$ cat config.mk
export PLATFORM = sky130hd
export DESIGN_NAME = pong_renderer_flat
export DESIGN_NICKNAME = d
export VERILOG_FILES = /design/src/rtl/pong_renderer_if.sv /design/src/rtl/pong_renderer.sv /design/src/flat_wrapper.sv
export SDC_FILE = /design/constraint.sdc
export NUM_CORES = 1
export LEC_CHECK = 0
export BUFFER_PORTS_ARGS = -buffer_cell sky130_fd_sc_hd__buf_2
export CAP_MARGIN = 20
export CORE_MARGIN = 2
export CORE_UTILIZATION = 63
export DETAILED_ROUTE_END_ITERATION = 10
export GPL_TIMING_DRIVEN = 0
export PLACE_DENSITY_LB_ADDON = 0.3
export SLEW_MARGIN = 10
export SYNTH_ARGS = -nofsm -noshare
export SYNTH_HDL_FRONTEND = slang
export SYNTH_SLANG_ARGS = --single-unit
export TNS_END_PERCENT = 100
$ cat constraint.sdc
create_clock -name clk -period 5 [get_ports clk]
set_input_delay 0.25 -clock clk [delete_from_list [all_inputs] [get_ports clk]]
set_output_delay 0.25 -clock clk [all_outputs]
set_load 0.1 [all_outputs]
$ cat src/rtl/pong_renderer_if.sv
// rtl/pong_renderer_if.sv - game-state inputs and video outputs of the pong renderer
interface pong_renderer_if #(
    parameter int COORD_WIDTH = 10
);
    logic [COORD_WIDTH-1:0] ball_x;
    logic [COORD_WIDTH-1:0] ball_y;
    logic [COORD_WIDTH-1:0] paddle1_y;
    logic [COORD_WIDTH-1:0] paddle2_y;
    logic                   hsync;
    logic                   vsync;
    logic                   video_active;
    logic [2:0]             rgb;
    logic                   frame_tick;

    modport master (
        output ball_x, ball_y, paddle1_y, paddle2_y,
        input  hsync, vsync, video_active, rgb, frame_tick
    );

    modport slave (
        input  ball_x, ball_y, paddle1_y, paddle2_y,
        output hsync, vsync, video_active, rgb, frame_tick
    );
endinterface

$ cat src/rtl/pong_renderer.sv
// rtl/pong_renderer.sv - VGA timing, per-frame state snapshot and ball/paddle/centre-line drawing
module pong_renderer #(
    parameter int H_ACTIVE      = 640,
    parameter int H_FP          = 16,
    parameter int H_SYNC        = 96,
    parameter int H_BP          = 48,
    parameter int V_ACTIVE      = 480,
    parameter int V_FP          = 10,
    parameter int V_SYNC        = 2,
    parameter int V_BP          = 33,
    parameter int COORD_WIDTH   = 10,
    parameter int BALL_RADIUS   = 4,
    parameter int PADDLE_HALF_W = 4,
    parameter int PADDLE_HALF_H = 40,
    parameter int P1_X          = 50,
    parameter int P2_X          = 590
) (
    input  logic            clk,
    input  logic            rst,
    input  logic            pix_en,
    pong_renderer_if.slave  vid
);
    localparam int CW = COORD_WIDTH;
    localparam int SW = COORD_WIDTH + 1;
    localparam int H_TOTAL = H_ACTIVE + H_FP + H_SYNC + H_BP;
    localparam int V_TOTAL = V_ACTIVE + V_FP + V_SYNC + V_BP;

    localparam logic [CW-1:0] H_LAST   = CW'(H_TOTAL - 1);
    localparam logic [CW-1:0] V_LAST   = CW'(V_TOTAL - 1);
    localparam logic [CW-1:0] H_ACT    = CW'(H_ACTIVE);
    localparam logic [CW-1:0] V_ACT    = CW'(V_ACTIVE);
    localparam logic [CW-1:0] HS_FIRST = CW'(H_ACTIVE + H_FP);
    localparam logic [CW-1:0] HS_LAST  = CW'(H_ACTIVE + H_FP + H_SYNC - 1);
    localparam logic [CW-1:0] VS_FIRST = CW'(V_ACTIVE + V_FP);
    localparam logic [CW-1:0] VS_LAST  = CW'(V_ACTIVE + V_FP + V_SYNC - 1);
    localparam logic [CW-1:0] H_MID    = CW'(H_ACTIVE / 2);
    localparam logic [CW-1:0] V_MID    = CW'(V_ACTIVE / 2);
    localparam logic [CW-1:0] P1X      = CW'(P1_X);
    localparam logic [CW-1:0] P2X      = CW'(P2_X);

    localparam logic signed [SW-1:0] BALL_R = SW'(BALL_RADIUS);
    localparam logic signed [SW-1:0] PAD_W  = SW'(PADDLE_HALF_W);
    localparam logic signed [SW-1:0] PAD_H  = SW'(PADDLE_HALF_H);

    logic [CW-1:0] h_cnt, v_cnt;
    logic [CW-1:0] sh_bx, sh_by, sh_p1y, sh_p2y;
    logic          ball_hit, pad1_hit, pad2_hit, line_hit, in_active;
    logic [2:0]    pix_rgb;

    // One extra bit keeps the difference signed, so shapes near 0 never wrap to the far edge.
    function automatic logic near(input logic [CW-1:0] a, input logic [CW-1:0] b,
                                  input logic signed [SW-1:0] r);
        logic signed [SW-1:0] d;
        d = $signed({1'b0, a}) - $signed({1'b0, b});
        return (d <= r) && (d >= -r);
    endfunction

    always_comb begin
        in_active = (h_cnt < H_ACT) && (v_cnt < V_ACT);
        ball_hit  = near(h_cnt, sh_bx, BALL_R) && near(v_cnt, sh_by, BALL_R);
        pad1_hit  = near(h_cnt, P1X, PAD_W) && near(v_cnt, sh_p1y, PAD_H);
        pad2_hit  = near(h_cnt, P2X, PAD_W) && near(v_cnt, sh_p2y, PAD_H);
        line_hit  = (h_cnt == H_MID) && !v_cnt[3];
        pix_rgb   = 3'b000;
        if (in_active) begin
            if (ball_hit)      pix_rgb = 3'b111;
            else if (pad1_hit) pix_rgb = 3'b100;
            else if (pad2_hit) pix_rgb = 3'b001;
            else if (line_hit) pix_rgb = 3'b010;
        end
    end

    always_ff @(posedge clk or negedge rst) begin
        if (!rst) begin
            h_cnt  <= '0;
            v_cnt  <= '0;
            sh_bx  <= H_MID;
            sh_by  <= V_MID;
            sh_p1y <= V_MID;
            sh_p2y <= V_MID;
        end else if (pix_en) begin
            if (h_cnt == H_LAST) begin
                h_cnt <= '0;
                v_cnt <= (v_cnt == V_LAST) ? '0 : v_cnt + 1'b1;
                // Latch game state on the last pixel so the whole next frame sees one consistent snapshot.
                if (v_cnt == V_LAST) begin
                    sh_bx  <= vid.ball_x;
                    sh_by  <= vid.ball_y;
                    sh_p1y <= vid.paddle1_y;
                    sh_p2y <= vid.paddle2_y;
                end
            end else begin
                h_cnt <= h_cnt + 1'b1;
            end
        end
    end

    always_ff @(posedge clk or negedge rst) begin
        if (!rst) begin
            vid.hsync        <= 1'b1;
            vid.vsync        <= 1'b1;
            vid.video_active <= 1'b0;
            vid.rgb          <= 3'b000;
            vid.frame_tick   <= 1'b0;
        end else begin
            vid.frame_tick <= pix_en && (h_cnt == '0) && (v_cnt == V_ACT);
            if (pix_en) begin
                vid.hsync        <= !((h_cnt >= HS_FIRST) && (h_cnt <= HS_LAST));
                vid.vsync        <= !((v_cnt >= VS_FIRST) && (v_cnt <= VS_LAST));
                vid.video_active <= in_active;
                vid.rgb          <= pix_rgb;
            end
        end
    end
endmodule

$ cat src/flat_wrapper.sv
// flat-port wrapper written by rule: the top's interface ports become plain ports
module pong_renderer_flat 
#(
    parameter int H_ACTIVE      = 640,
    parameter int H_FP          = 16,
    parameter int H_SYNC        = 96,
    parameter int H_BP          = 48,
    parameter int V_ACTIVE      = 480,
    parameter int V_FP          = 10,
    parameter int V_SYNC        = 2,
    parameter int V_BP          = 33,
    parameter int COORD_WIDTH   = 10,
    parameter int BALL_RADIUS   = 4,
    parameter int PADDLE_HALF_W = 4,
    parameter int PADDLE_HALF_H = 40,
    parameter int P1_X          = 50,
    parameter int P2_X          = 590
)
  (clk, rst, pix_en, vid_ball_x, vid_ball_y, vid_paddle1_y, vid_paddle2_y, vid_hsync, vid_vsync, vid_video_active, vid_rgb, vid_frame_tick);
  pong_renderer_if #(.COORD_WIDTH(COORD_WIDTH)) vid_i ();
  input  logic clk;
  input  logic rst;
  input  logic pix_en;
  input wire logic [$bits(vid_i.ball_x)-1:0] vid_ball_x;
  input wire logic [$bits(vid_i.ball_y)-1:0] vid_ball_y;
  input wire logic [$bits(vid_i.paddle1_y)-1:0] vid_paddle1_y;
  input wire logic [$bits(vid_i.paddle2_y)-1:0] vid_paddle2_y;
  output wire logic [$bits(vid_i.hsync)-1:0] vid_hsync;
  output wire logic [$bits(vid_i.vsync)-1:0] vid_vsync;
  output wire logic [$bits(vid_i.video_active)-1:0] vid_video_active;
  output wire logic [$bits(vid_i.rgb)-1:0] vid_rgb;
  output wire logic [$bits(vid_i.frame_tick)-1:0] vid_frame_tick;
  assign vid_i.ball_x = vid_ball_x;
  assign vid_i.ball_y = vid_ball_y;
  assign vid_i.paddle1_y = vid_paddle1_y;
  assign vid_i.paddle2_y = vid_paddle2_y;
  assign vid_hsync = vid_i.hsync;
  assign vid_vsync = vid_i.vsync;
  assign vid_video_active = vid_i.video_active;
  assign vid_rgb = vid_i.rgb;
  assign vid_frame_tick = vid_i.frame_tick;
  pong_renderer #(.H_ACTIVE(H_ACTIVE), .H_FP(H_FP), .H_SYNC(H_SYNC), .H_BP(H_BP), .V_ACTIVE(V_ACTIVE), .V_FP(V_FP), .V_SYNC(V_SYNC), .V_BP(V_BP), .COORD_WIDTH(COORD_WIDTH), .BALL_RADIUS(BALL_RADIUS), .PADDLE_HALF_W(PADDLE_HALF_W), .PADDLE_HALF_H(PADDLE_HALF_H), .P1_X(P1_X), .P2_X(P2_X)) u_core (.clk(clk), .rst(rst), .pix_en(pix_en), .vid(vid_i));
endmodule
==> flow_results.xml, run 1 <==
<?xml version="1.0" encoding="UTF-8"?>
<metrics>
  <group name="logic_synthesis">
    <metric name="ys_warn_count" unit="">0</metric>
    <metric name="synth-seq-cells" unit="">67</metric>
    <metric name="synthFlopType" unit="">dfrtp_1</metric>
    <metric name="synth_top_family_by_area" unit="">simple AND/OR/NAND/NOR gates</metric>
    <metric name="synthArstFlopShare" unit="%">100.0</metric>
    <metric name="synth-edff-count" unit="">0</metric>
    <metric name="synth_sequential_area_ratio" unit="%">33.42</metric>
    <metric name="yosys.area_share.xor_xnor" unit="%">7.247</metric>
    <metric name="synth_simple_gate_area_share" unit="%">21.49</metric>
    <metric name="syn_area" unit="mm2">0.005076</metric>
    <metric name="syn_nets" unit="">690</metric>
    <metric name="synth.top_cell.area_share" unit="%">25.14</metric>
    <metric name="synthesized_instance_count" unit="">595</metric>
    <metric name="synth_largest_area_cell" unit="">dfrtp_1</metric>
    <metric name="synth-compound-area-share" unit="%">17.80</metric>
    <metric name="post_synth_fa_ha_maj_area_fraction" unit="%">13.26</metric>
    <metric name="synth_mux_area_share" unit="%">1.479</metric>
    <metric name="synth.lib_cells_used.distinct" unit="">64</metric>
    <metric name="post_synth.cell_area_avg" unit="um2">8.531</metric>
    <metric name="netlist_top_cells_area" unit="">dfrtp_1 25%, ha_1 12%, dfstp_2 8.3%</metric>
  </group>
  <group name="layout">
    <metric name="diodes" unit="">0</metric>
    <metric name="multi_input_comb_area" unit="mm2">0.003110</metric>
    <metric name="final-instance-count-excl-fill" unit="">764</metric>
    <metric name="register_area" unit="mm2">0.001697</metric>
    <metric name="core_util_final" unit="%">73.03</metric>
    <metric name="final.fill_count" unit="">572</metric>
    <metric name="most_common_library_cell_in_the_layout_ignoring_fill_and_taps" unit="">nand2_1</metric>
    <metric name="drive_above_1_share" unit="%">14.35</metric>
    <metric name="layout.cells.most_common_list" unit="">67 x nand2_1, 56 x o21ai_0, 52 x inv_1, 51 x dfrtp_1, 50 x buf_2</metric>
    <metric name="final_nets" unit="">752</metric>
    <metric name="area.growth.synth_to_final" unit="%">11.76</metric>
  </group>
  <group name="job">
    <metric name="count_of_maximum_capacitance_violations" unit="">0</metric>
  </group>
  <group name="status">
    <metric name="status" unit="">complete, no violations</metric>
  </group>
  <group name="floorplan">
    <metric name="ioPinCount" unit="">50</metric>
    <metric name="floorplan.initialDensity" unit="%">65.35</metric>
    <metric name="chipWidth" unit="um">93.76</metric>
    <metric name="core_area" unit="mm2">0.007767</metric>
    <metric name="dieHeight" unit="um">93.76</metric>
    <metric name="dieArea" unit="mm2">0.008791</metric>
    <metric name="num_rows" unit="">32</metric>
  </group>
  <group name="worst_setup_path">
    <metric name="cp_max_fo" unit="">7</metric>
    <metric name="ff2ff_setup_slack" unit="ns">1.27</metric>
    <metric name="timing.rr.end" unit="">u_core.vid.rgb[2]</metric>
    <metric name="cp-end-kind" unit="">register</metric>
    <metric name="timing.critical_path.arrival" unit="ns">3.96</metric>
    <metric name="setup_crit_end" unit="">u_core.vid.rgb[2]</metric>
    <metric name="cp-startpoint" unit="">u_core.v_cnt[0]</metric>
    <metric name="worst-endpoint-required" unit="ns">5.23</metric>
    <metric name="kind_of_critical_path" unit="">register to register</metric>
    <metric name="reg2regPathDepth" unit="">13</metric>
    <metric name="worst_setup_path_start_kind" unit="">register</metric>
    <metric name="r2r-start" unit="">u_core.v_cnt[0]</metric>
  </group>
  <group name="cts">
    <metric name="h-tree-depth" unit="">3</metric>
    <metric name="post_cts_resize_count" unit="">0</metric>
    <metric name="clock_tree.buffer_depth" unit="">2</metric>
    <metric name="tritoncts_num_sinks" unit="">67</metric>
    <metric name="cts_buffers" unit="">9</metric>
    <metric name="worst_skew_pair.late_latency" unit="ns">0.35</metric>
    <metric name="cts_tree" unit="">yes</metric>
    <metric name="cts_clock_pin_slew_for_the_worst_setup_and_hold_paths" unit="ns">0.07</metric>
    <metric name="cts_setup_buffers" unit="">0</metric>
    <metric name="cts_root_buf" unit="">clkbuf_8</metric>
  </group>
  <group name="detailed_routing">
    <metric name="drt-vias-per-instance" unit="">6.010</metric>
    <metric name="ant_nets" unit="">0</metric>
    <metric name="dr.first_iter.drc_count" unit="">191</metric>
    <metric name="drc" unit="">0</metric>
    <metric name="dr_total_vias" unit="">4592</metric>
    <metric name="wl_per_cell" unit="um">16.48</metric>
    <metric name="wirelength" unit="um">12590</metric>
    <metric name="first_pass_iters" unit="">5</metric>
  </group>
  <group name="global_routing">
    <metric name="vias_in_the_first_global_route" unit="">4548</metric>
    <metric name="track_usage" unit="%">31.11</metric>
    <metric name="grt_first_pass_wirelength" unit="um">21420</metric>
    <metric name="pin_count_of_the_biggest_net_entering_global_routing" unit="">43</metric>
    <metric name="number_of_antenna_violations_at_the_first_check_in_global_routing" unit="">0</metric>
    <metric name="grt_overflow" unit="">0</metric>
  </group>
  <group name="timing">
    <metric name="worst_slew_pin_slew" unit="ns">0.7824</metric>
    <metric name="timing.setup.tns" unit="ns">0</metric>
    <metric name="setup_viol_count_final" unit="">0</metric>
    <metric name="fin_worst_skew" unit="ns">0.008528</metric>
    <metric name="final_count_of_hold_timing_violations" unit="">0</metric>
    <metric name="layout_worst_path_cycle_share" unit="%">74.54</metric>
    <metric name="slew_headroom" unit="%">47.39</metric>
    <metric name="f_max" unit="MHz">268.3</metric>
    <metric name="rsz_0062_raised_after_global_routing" unit="">no</metric>
    <metric name="timing.final.max_slew_violations" unit="">0</metric>
    <metric name="period_minus_slack" unit="ns">3.727</metric>
    <metric name="worst_hold_slack" unit="ns">0.1010</metric>
  </group>
  <group name="pwr">
    <metric name="leakagePower" unit="nW">2.823</metric>
    <metric name="power_density" unit="mW/mm2">258.7</metric>
    <metric name="vdd_drop_max" unit="mV">0.1657</metric>
  </group>
  <group name="place">
    <metric name="routabilityCongestion" unit="">0.9068</metric>
    <metric name="dp_hpwl" unit="um">9427</metric>
    <metric name="place.detailed.instances" unit="">747</metric>
    <metric name="portBuffers" unit="">49</metric>
  </group>
  <group name="hold_path">
    <metric name="holdCritPathClass" unit="">input pin to register</metric>
  </group>
</metrics>
layout make-up:
cell class	count	share of cell area, %
buffer	19	1.301
multi-input combinational	457	54.83
clock inverter	1	0.08822
timing repair buffer	51	4.896
tap	102	2.250
inverter	52	3.441
sequential	67	29.91
clock buffer	15	3.286
sequential cells by signal, summed over array words and instances (netlist names):
name,cells
u_core.sh_p2y,10
u_core.vid.video_active,1
u_core.h_cnt,10
u_core.v_cnt,10
u_core.sh_p1y,10
u_core.vid.rgb,3
u_core.vid.frame_tick,1
u_core.vid.vsync,1
u_core.vid.hsync,1
u_core.sh_bx,10
u_core.sh_by,10
metrics by stage:
step | setup slack, ns | area (um2) | power (mW)
floorplan | 2.073 | 5076 | 0.9018
global placement | 1.384 | 5449 | 1.001
detailed placement | 1.395 | 5472 | 1.017
CTS | 1.337 | 5673 | 1.465
global route | 1.046 | 5673 | 1.551
finish | 1.273 | 5673 | 1.468
where the power goes:
part / switching [mW] / internal [mW] / total (mW)
logic: 0.246 / 0.163 / 0.409
registers: 0.0454 / 0.567 / 0.613
clock network: 0.211 / 0.234 / 0.446
total: 0.503 / 0.965 / 1.47
synth_stat cells, types with 10 or more instances:
cell type and number:
nand4_1 11, nor2b_1 10, dfrtp_1 51, nand2_1 67
dfstp_2 16, inv_1 52, a21oi_1 21, o21ai_0 56
xor2_1 16, nand3_1 16, nor3_1 11, nand2b_1 13
ha_1 49, xnor2_1 26, clkbuf_1 14, nor2_1 39
logic make-up after synthesis:
group                      count (synthesis)
muxes                                      7
and+or+nand+nor                          215
AOI/OAI and AO/OA                        141
adders and majority gates                 52
DFF                                       67
buffers and inverters                     71
xor gates and xnor gates                  42
worst max-delay path, cell delays in order, from the launching register on:
cell and delay, ns:
dfrtp_1 0.45, inv_1 0.22, ha_1 0.21, inv_1 0.05, fa_1 0.42, a211oi_1 0.31, o21bai_1 0.12, a21oi_1 0.24
nor2b_1 0.07, o21ai_1 0.13, nand2b_1 0.12, mux2i_1 0.16, o31ai_1 0.69, or3b_1 0.41
routing by layer:
metal	track usage [%]	routed length (um)	part of all wire, %
met4	13.77	452	3.6
met3	5.136	896	7.1
met1	41.30	5369	43
met2	50.12	5871	47
met5	0	0	0
how the worst min path moves through the flow:
stage                     start          endpoint  slack [ns]  cells past startpoint
2_1_floorplan               rst   u_core.h_cnt[0]       -0.05                      0
3_3_place_gp   vid_paddle1_y[1]  u_core.sh_p1y[1]        0.45                      3
3_5_place_dp                rst  u_core.sh_p2y[8]        0.19                      1
4_1_cts        vid_paddle1_y[4]  u_core.sh_p1y[4]        0.10                      3
5_1_grt        vid_paddle2_y[9]  u_core.sh_p2y[9]        0.12                      3
6_report       vid_paddle2_y[8]  u_core.sh_p2y[8]        0.10                      3
timing repair:
action,4_1_cts,5_1_grt
setup endpoints to repair,0,0
hold endpoints to repair,18,0
hold buffers,1,0
Note: power is estimated with default switching activity, not from simulation.
==> inputs of run 2 (changes only) <==
--- a/config.mk
+++ b/config.mk
@@ -8,7 +8,7 @@
 export BUFFER_PORTS_ARGS = -buffer_cell sky130_fd_sc_hd__buf_2
 export CAP_MARGIN = 20
 export CORE_MARGIN = 2
-export CORE_UTILIZATION = 63
+export CORE_UTILIZATION = 60
 export DETAILED_ROUTE_END_ITERATION = 10
 export GPL_TIMING_DRIVEN = 0
 export PLACE_DENSITY_LB_ADDON = 0.3
==> constraint.sdc (replaced) <==
create_clock -name clk -period 3.55 [get_ports clk]
set_input_delay 0.1775 -clock clk [delete_from_list [all_inputs] [get_ports clk]]
set_output_delay 0.1775 -clock clk [all_outputs]
set_load 0.1 [all_outputs]
==> run 2 against run 1 <==
Effect of this change: critical path type unchanged; largest power group unchanged; non-clock buffer count stayed put; via count hardly changed; final area is 0.64% higher; sequential power is 40% higher; sequential share of layout area is 0.19 points lower; clock-buffer cell count is 4 lower; first-iteration DRC count is 15% higher; cell count is 0.39% higher.
==> flow_results.xml, run 2 (synthesis gave the netlist of run 1 again) <==
<?xml version="1.0" encoding="UTF-8"?>
<metrics>
  <group name="status">
    <metric name="status" unit="">complete, no violations</metric>
  </group>
  <group name="timing">
    <metric name="fin_worst_skew" unit="ns">0.009375</metric>
    <metric name="timing.final.max_slew_violations" unit="">0</metric>
    <metric name="layout_worst_path_cycle_share" unit="%">94.04</metric>
    <metric name="period_minus_slack" unit="ns">3.338</metric>
    <metric name="timing.setup.tns" unit="ns">0</metric>
    <metric name="setup_viol_count_final" unit="">0</metric>
    <metric name="worst_slew_pin_slew" unit="ns">0.6180</metric>
    <metric name="f_max" unit="MHz">299.5</metric>
    <metric name="slew_headroom" unit="%">58.80</metric>
    <metric name="final_count_of_hold_timing_violations" unit="">0</metric>
    <metric name="worst_hold_slack" unit="ns">0.02189</metric>
    <metric name="rsz_0062_raised_after_global_routing" unit="">no</metric>
    <metric name="fin_ws" unit="ns">0.2116</metric>
  </group>
  <group name="pwr">
    <metric name="fin_total_pwr" unit="mW">2.088</metric>
    <metric name="pwr-share-comb" unit="%">27.7</metric>
    <metric name="sw_frac_of_total" unit="%">34.48</metric>
    <metric name="pwr-share-clk" unit="%">31.2</metric>
    <metric name="leakagePower" unit="nW">2.818</metric>
    <metric name="power_density" unit="mW/mm2">365.7</metric>
    <metric name="share_seq_of_total_power" unit="%">41.1</metric>
    <metric name="vdd_drop_max" unit="mV">0.2417</metric>
    <metric name="p_int" unit="mW">1.368</metric>
    <metric name="total_switching_power" unit="mW">0.7199</metric>
  </group>
  <group name="floorplan">
    <metric name="num_rows" unit="">33</metric>
    <metric name="core_area" unit="mm2">0.008217</metric>
    <metric name="ioPinCount" unit="">50</metric>
    <metric name="dieArea" unit="mm2">0.009212</metric>
    <metric name="chipWidth" unit="um">95.98</metric>
    <metric name="floorplan.initialDensity" unit="%">61.78</metric>
    <metric name="dieHeight" unit="um">95.98</metric>
  </group>
  <group name="place">
    <metric name="pre_cts_ws" unit="ns">-0.06067</metric>
    <metric name="dp_area" unit="mm2">0.005475</metric>
    <metric name="dp_hpwl" unit="um">9206</metric>
    <metric name="routabilityCongestion" unit="">0.9599</metric>
    <metric name="place.detailed.instances" unit="">750</metric>
    <metric name="portBuffers" unit="">49</metric>
  </group>
  <group name="worst_setup_path">
    <metric name="timing.critical_path.max_delay_family" unit="">compound AO/OA/AOI/OAI gates</metric>
    <metric name="crit_path_max_incr_delay" unit="ns">0.47</metric>
    <metric name="cp_max_fo" unit="">7</metric>
    <metric name="cp-end-kind" unit="">register</metric>
    <metric name="timing.critical_path.buf_inv" unit="">2</metric>
    <metric name="worst-endpoint-required" unit="ns">3.78</metric>
    <metric name="timing.critical_path.arrival" unit="ns">3.57</metric>
    <metric name="cp_slowest_cell" unit="">dfrtp_1</metric>
    <metric name="crit_path_cell_trace" unit="">inv_2 &gt; ha_1 &gt; inv_1 &gt; fa_1 &gt; a211oi_2 &gt; o21bai_1 &gt; a21oi_1 &gt; nor2b_1 &gt; o21ai_1 &gt; nand2b_1 &gt; mux2i_1 &gt; o31ai_4 &gt; or3b_1</metric>
    <metric name="worst_setup_path_start_kind" unit="">register</metric>
    <metric name="kind_of_critical_path" unit="">register to register</metric>
  </group>
  <group name="layout">
    <metric name="final-instance-count-excl-fill" unit="">767</metric>
    <metric name="layout.cells.most_common_list" unit="">67 x nand2_1, 56 x o21ai_0, 51 x inv_1, 51 x dfrtp_1, 50 x buf_2</metric>
    <metric name="final.fill_count" unit="">662</metric>
    <metric name="diodes" unit="">0</metric>
    <metric name="multi_input_comb_area" unit="mm2">0.003141</metric>
    <metric name="register_area" unit="mm2">0.001697</metric>
    <metric name="final_nets" unit="">752</metric>
    <metric name="area.growth.synth_to_final" unit="%">12.47</metric>
    <metric name="core_util_final" unit="%">69.48</metric>
    <metric name="post-route-cell-area" unit="mm2">0.005709</metric>
    <metric name="drive_above_1_share" unit="%">15.26</metric>
    <metric name="most_common_library_cell_in_the_layout_ignoring_fill_and_taps" unit="">nand2_1</metric>
  </group>
  <group name="global_routing">
    <metric name="vias_in_the_first_global_route" unit="">4261</metric>
    <metric name="number_of_antenna_violations_at_the_first_check_in_global_routing" unit="">0</metric>
    <metric name="pin_count_of_the_biggest_net_entering_global_routing" unit="">39</metric>
    <metric name="grt_overflow" unit="">0</metric>
    <metric name="track_usage" unit="%">28.40</metric>
    <metric name="grt_first_pass_wirelength" unit="um">20190</metric>
  </group>
  <group name="job">
    <metric name="count_of_maximum_capacitance_violations" unit="">0</metric>
  </group>
  <group name="detailed_routing">
    <metric name="drt-vias-per-instance" unit="">5.983</metric>
    <metric name="wl_per_cell" unit="um">16.05</metric>
    <metric name="ant_nets" unit="">0</metric>
    <metric name="first_pass_iters" unit="">5</metric>
    <metric name="wirelength" unit="um">12310</metric>
    <metric name="dr_total_vias" unit="">4589</metric>
    <metric name="dr.first_iter.drc_count" unit="">220</metric>
    <metric name="drc" unit="">0</metric>
  </group>
  <group name="cts">
    <metric name="worst_skew_pair.late_latency" unit="ns">0.35</metric>
    <metric name="cts_tree" unit="">yes</metric>
    <metric name="cts_clock_pin_slew_for_the_worst_setup_and_hold_paths" unit="ns">0.08</metric>
    <metric name="clock_tree.buffer_depth" unit="">2</metric>
    <metric name="cts_root_buf" unit="">clkbuf_8</metric>
    <metric name="tritoncts_num_sinks" unit="">67</metric>
    <metric name="cts_buffers" unit="">9</metric>
    <metric name="h-tree-depth" unit="">3</metric>
  </group>
  <group name="hold_path">
    <metric name="holdCritPathClass" unit="">input pin to register</metric>
  </group>
</metrics>
==> run 2: final cells by class <==
cell class                      instances  share of cell area [%]
Sequential cell                        67                   29.72
Tap cell                              105                   2.301
Inverter                               52                   3.419
Buffer                                 19                   1.293
Clock inverter                          5                  0.9204
Clock buffer                           11                   2.476
Multi-Input combinational cell        457                   55.01
Timing Repair Buffer                   51                   4.865
==> run 2: power groups by stage <==
stage / sequential, mW / clock, mW / combinational (mW)
after floorplan: 0.856 / 0 / 0.414
after global placement: 0.870 / 0 / 0.532
after detailed placement: 0.872 / 0 / 0.560
after CTS: 0.858 / 0.652 / 0.567
after global routing: 0.866 / 0.692 / 0.645
final: 0.859 / 0.650 / 0.578
==> run 2: timing repair <==
| action | in CTS | in global routing |
|---|---|---|
| endpoints found under the setup margin | 1 | 3 |
| buffers inserted | 0 | 0 |
| endpoints found under the hold margin | 20 | 0 |
| pin swaps | 0 | 0 |
| hold buffers | 1 | 0 |
| resized for setup | 1 | 5 |
==> run 2: worst paths after layout <==
| path | startpoint | slack, ns | depth (start not counted) | to |
|---|---|---|---|---|
| max in group asynchronous | rst | 2.66 | 3 | u_core.sh_by[4] |
| min in group asynchronous | rst | 0.28 | 2 | u_core.sh_p2y[8] |
| min reg2reg | u_core.vid.hsync | 0.50 | 2 | u_core.vid.hsync |
| max | u_core.v_cnt[0] | 0.21 | 13 | u_core.vid.rgb[2] |
| max reg2reg | u_core.v_cnt[0] | 0.21 | 13 | u_core.vid.rgb[2] |
| min | vid_paddle2_y[9] | 0.02 | 3 | u_core.sh_p2y[9] |
==> run 2: routing by layer <==
layer	GRT usage (%)	share of wire, %	routed length, um	vias to the layer above
met5	0	0	0	-
met4	8.810	1.9	233	0
met3	5.168	6.3	780	24
met2	44.79	47	5728	149
met1	39.69	45	5567	2192
li1	-	-	-	2224
==> run 2: worst register-to-register path: cells and delay by family (launching register included) <==
kind                     cells  cell delay, ns
AO/OA/AOI/OAI                5            1.15
adder cells (fa/ha/maj)      2            0.61
buffers and inverters        2            0.23
flip-flops                   1            0.47
multiplexers                 1            0.18
AND/OR/NAND/NOR              3            0.59
==> inputs of run 3 (changes only) <==
--- a/config.mk
+++ b/config.mk
@@ -8,10 +8,11 @@
 export BUFFER_PORTS_ARGS = -buffer_cell sky130_fd_sc_hd__buf_2
 export CAP_MARGIN = 20
 export CORE_MARGIN = 2
-export CORE_UTILIZATION = 60
+export CORE_UTILIZATION = 35
 export DETAILED_ROUTE_END_ITERATION = 10
 export GPL_TIMING_DRIVEN = 0
 export PLACE_DENSITY_LB_ADDON = 0.3
+export SETUP_SLACK_MARGIN = 0.05
 export SLEW_MARGIN = 10
 export SYNTH_ARGS = -nofsm -noshare
 export SYNTH_HDL_FRONTEND = slang
==> constraint.sdc (replaced) <==
create_clock -name clk -period 4.15 [get_ports clk]
set_input_delay 0.2075 -clock clk [delete_from_list [all_inputs] [get_ports clk]]
set_output_delay 0.2075 -clock clk [all_outputs]
set_load 0.1 [all_outputs]
==> run 3 against run 2 <==
Effect of this change: via count fell by 1.8%; fmax decreased by 7.6%; clock-buffer cell count is 1 lower; critical endpoint unchanged.
==> flow_results.xml, run 3 (synthesis gave the netlist of run 1 again) <==
<?xml version="1.0" encoding="UTF-8"?>
<metrics>
  <group name="cts">
    <metric name="cts_clock_pin_slew_for_the_worst_setup_and_hold_paths" unit="ns">0.06</metric>
    <metric name="cts_buffers" unit="">9</metric>
    <metric name="post_cts_resize_count" unit="">0</metric>
    <metric name="cts_setup_buffers" unit="">0</metric>
    <metric name="clock_tree.buffer_depth" unit="">2</metric>
    <metric name="h-tree-depth" unit="">3</metric>
    <metric name="cts_root_buf" unit="">clkbuf_16</metric>
    <metric name="worst_skew_pair.late_latency" unit="ns">0.35</metric>
    <metric name="cts_tree" unit="">yes</metric>
    <metric name="cts_hold_buffers" unit="">1</metric>
    <metric name="tritoncts_num_sinks" unit="">67</metric>
  </group>
  <group name="pwr">
    <metric name="pwr-share-clk" unit="%">36.2</metric>
    <metric name="sw_frac_of_total" unit="%">33.54</metric>
    <metric name="total_switching_power" unit="mW">0.6456</metric>
    <metric name="fin_total_pwr" unit="mW">1.925</metric>
    <metric name="leakagePower" unit="nW">2.847</metric>
    <metric name="pwr-share-comb" unit="%">25.4</metric>
    <metric name="share_seq_of_total_power" unit="%">38.4</metric>
    <metric name="power_density" unit="mW/mm2">328.9</metric>
    <metric name="vdd_drop_max" unit="mV">0.2802</metric>
    <metric name="p_int" unit="mW">1.280</metric>
  </group>
  <group name="layout">
    <metric name="layout.cells.most_common_list" unit="">67 x nand2_1, 56 x o21ai_0, 52 x inv_1, 51 x dfrtp_1, 50 x buf_2</metric>
    <metric name="final-instance-count-excl-fill" unit="">845</metric>
    <metric name="final_nets" unit="">752</metric>
    <metric name="drive_above_1_share" unit="%">14.37</metric>
    <metric name="multi_input_comb_area" unit="mm2">0.003110</metric>
    <metric name="register_area" unit="mm2">0.001697</metric>
    <metric name="most_common_library_cell_in_the_layout_ignoring_fill_and_taps" unit="">nand2_1</metric>
    <metric name="diodes" unit="">0</metric>
    <metric name="area.growth.synth_to_final" unit="%">15.31</metric>
    <metric name="core_util_final" unit="%">40.73</metric>
    <metric name="final.fill_count" unit="">1455</metric>
  </group>
  <group name="global_routing">
    <metric name="pin_count_of_the_biggest_net_entering_global_routing" unit="">57</metric>
    <metric name="track_usage" unit="%">17.03</metric>
    <metric name="grt_overflow" unit="">0</metric>
    <metric name="number_of_antenna_violations_at_the_first_check_in_global_routing" unit="">0</metric>
    <metric name="vias_in_the_first_global_route" unit="">4355</metric>
    <metric name="grt_first_pass_wirelength" unit="um">21310</metric>
  </group>
  <group name="place">
    <metric name="place.detailed.instances" unit="">829</metric>
    <metric name="routabilityCongestion" unit="">0.8861</metric>
    <metric name="portBuffers" unit="">49</metric>
    <metric name="dp_hpwl" unit="um">9797</metric>
    <metric name="pre_cts_ws" unit="ns">0.5725</metric>
  </group>
  <group name="detailed_routing">
    <metric name="dr_total_vias" unit="">4506</metric>
    <metric name="first_pass_iters" unit="">5</metric>
    <metric name="drc" unit="">0</metric>
    <metric name="wirelength" unit="um">13090</metric>
    <metric name="ant_nets" unit="">0</metric>
    <metric name="dr.first_iter.drc_count" unit="">303</metric>
    <metric name="wl_per_cell" unit="um">15.49</metric>
    <metric name="drt-vias-per-instance" unit="">5.333</metric>
  </group>
  <group name="worst_setup_path">
    <metric name="timing.critical_path.max_delay_family" unit="">compound AO/OA/AOI/OAI gates</metric>
    <metric name="worst-endpoint-required" unit="ns">4.37</metric>
    <metric name="timing.critical_path.buf_inv" unit="">2</metric>
    <metric name="cp_slowest_cell" unit="">o31ai_1</metric>
    <metric name="worst_setup_path_start_kind" unit="">register</metric>
    <metric name="crit_path_max_incr_delay" unit="ns">0.50</metric>
    <metric name="crit_path_cell_trace" unit="">inv_1 &gt; ha_1 &gt; inv_1 &gt; fa_1 &gt; a211oi_1 &gt; o21bai_1 &gt; a21oi_1 &gt; nor2b_1 &gt; o21ai_1 &gt; nand2b_1 &gt; mux2i_1 &gt; o31ai_1 &gt; or3b_1</metric>
    <metric name="timing.critical_path.arrival" unit="ns">3.84</metric>
    <metric name="kind_of_critical_path" unit="">register to register</metric>
    <metric name="cp-end-kind" unit="">register</metric>
    <metric name="path_common_cell" unit="">inv_1</metric>
    <metric name="cp_max_fo" unit="">7</metric>
  </group>
  <group name="floorplan">
    <metric name="dieArea" unit="mm2">0.01548</metric>
    <metric name="chipWidth" unit="um">124.4</metric>
    <metric name="dieHeight" unit="um">124.4</metric>
    <metric name="num_rows" unit="">44</metric>
    <metric name="core_area" unit="mm2">0.01437</metric>
    <metric name="floorplan.initialDensity" unit="%">35.33</metric>
    <metric name="ioPinCount" unit="">50</metric>
  </group>
  <group name="timing">
    <metric name="f_max" unit="MHz">276.9</metric>
    <metric name="layout_worst_path_cycle_share" unit="%">87.03</metric>
    <metric name="worst_slew_pin_slew" unit="ns">0.6504</metric>
    <metric name="rsz_0062_raised_after_global_routing" unit="">no</metric>
    <metric name="fin_worst_skew" unit="ns">0.006863</metric>
    <metric name="period_minus_slack" unit="ns">3.612</metric>
    <metric name="timing.final.max_slew_violations" unit="">0</metric>
    <metric name="fin_ws" unit="ns">0.5384</metric>
    <metric name="timing.setup.tns" unit="ns">0</metric>
    <metric name="setup_viol_count_final" unit="">0</metric>
    <metric name="slew_headroom" unit="%">56.64</metric>
    <metric name="final_count_of_hold_timing_violations" unit="">0</metric>
  </group>
  <group name="status">
    <metric name="status" unit="">complete, no violations</metric>
  </group>
  <group name="job">
    <metric name="count_of_maximum_capacitance_violations" unit="">0</metric>
  </group>
  <group name="hold_path">
    <metric name="holdCritPathClass" unit="">input pin to register</metric>
  </group>
</metrics>
-- run 3: tightest hold or removal path, stage by stage --
cell	delay, ns
buf_2	0.07
nand2_1	0.03
o21ai_0	0.06
-- run 3: worst paths after layout --
| path | slack, ns | startpoint | cells past startpoint | endpoint |
|---|---|---|---|---|
| hold / removal | 0.06 | vid_paddle2_y[3] | 3 | u_core.sh_p2y[3] |
| hold reg to reg | 0.49 | u_core.vid.hsync | 2 | u_core.vid.hsync |
| min in group asynchronous | 0.26 | rst | 2 | u_core.sh_bx[7] |
| setup reg to reg | 0.54 | u_core.v_cnt[0] | 13 | u_core.vid.rgb[2] |
| max in group asynchronous | 3.31 | rst | 3 | u_core.sh_by[7] |
| setup / recovery | 0.54 | u_core.v_cnt[0] | 13 | u_core.vid.rgb[2] |
-- run 3: stage by stage --
stage | hold WS (ns) | area [um2]
after floorplan | -0.08809 | 5076
after global placement | 0.4108 | 5552
after detailed placement | 0.07681 | 5582
after CTS | 0.05661 | 5853
after global routing | 0.06888 | 5853
final | 0.06471 | 5853
-- run 3: power groups by stage --
stage,logic [mW],registers (mW),clock network [mW]
finish,0.488,0.740,0.697
global route,0.550,0.745,0.745
CTS,0.488,0.739,0.719
detailed placement,0.483,0.749,0
global placement,0.476,0.749,0
floorplan,0.354,0.732,0
-- run 3: area by class of cell --
| type | count | area share (%) |
|---|---|---|
| Clock buffer | 10 | 3.912 |
| Buffer | 19 | 1.261 |
| Multi-Input combinational cell | 457 | 53.14 |
| Tap cell | 184 | 3.933 |
| Clock inverter | 5 | 0.5558 |
| Timing Repair Buffer | 51 | 4.874 |
| Sequential cell | 67 | 28.99 |
| Inverter | 52 | 3.335 |
-- run 3: metal layers --
layer	global-route usage [%]	vias to the layer above	wire, um
met5	0	-	0
met4	2.842	0	90
met3	4.940	6	505
met2	29.41	96	6408
met1	21.44	2182	6080
li1	-	2222	-
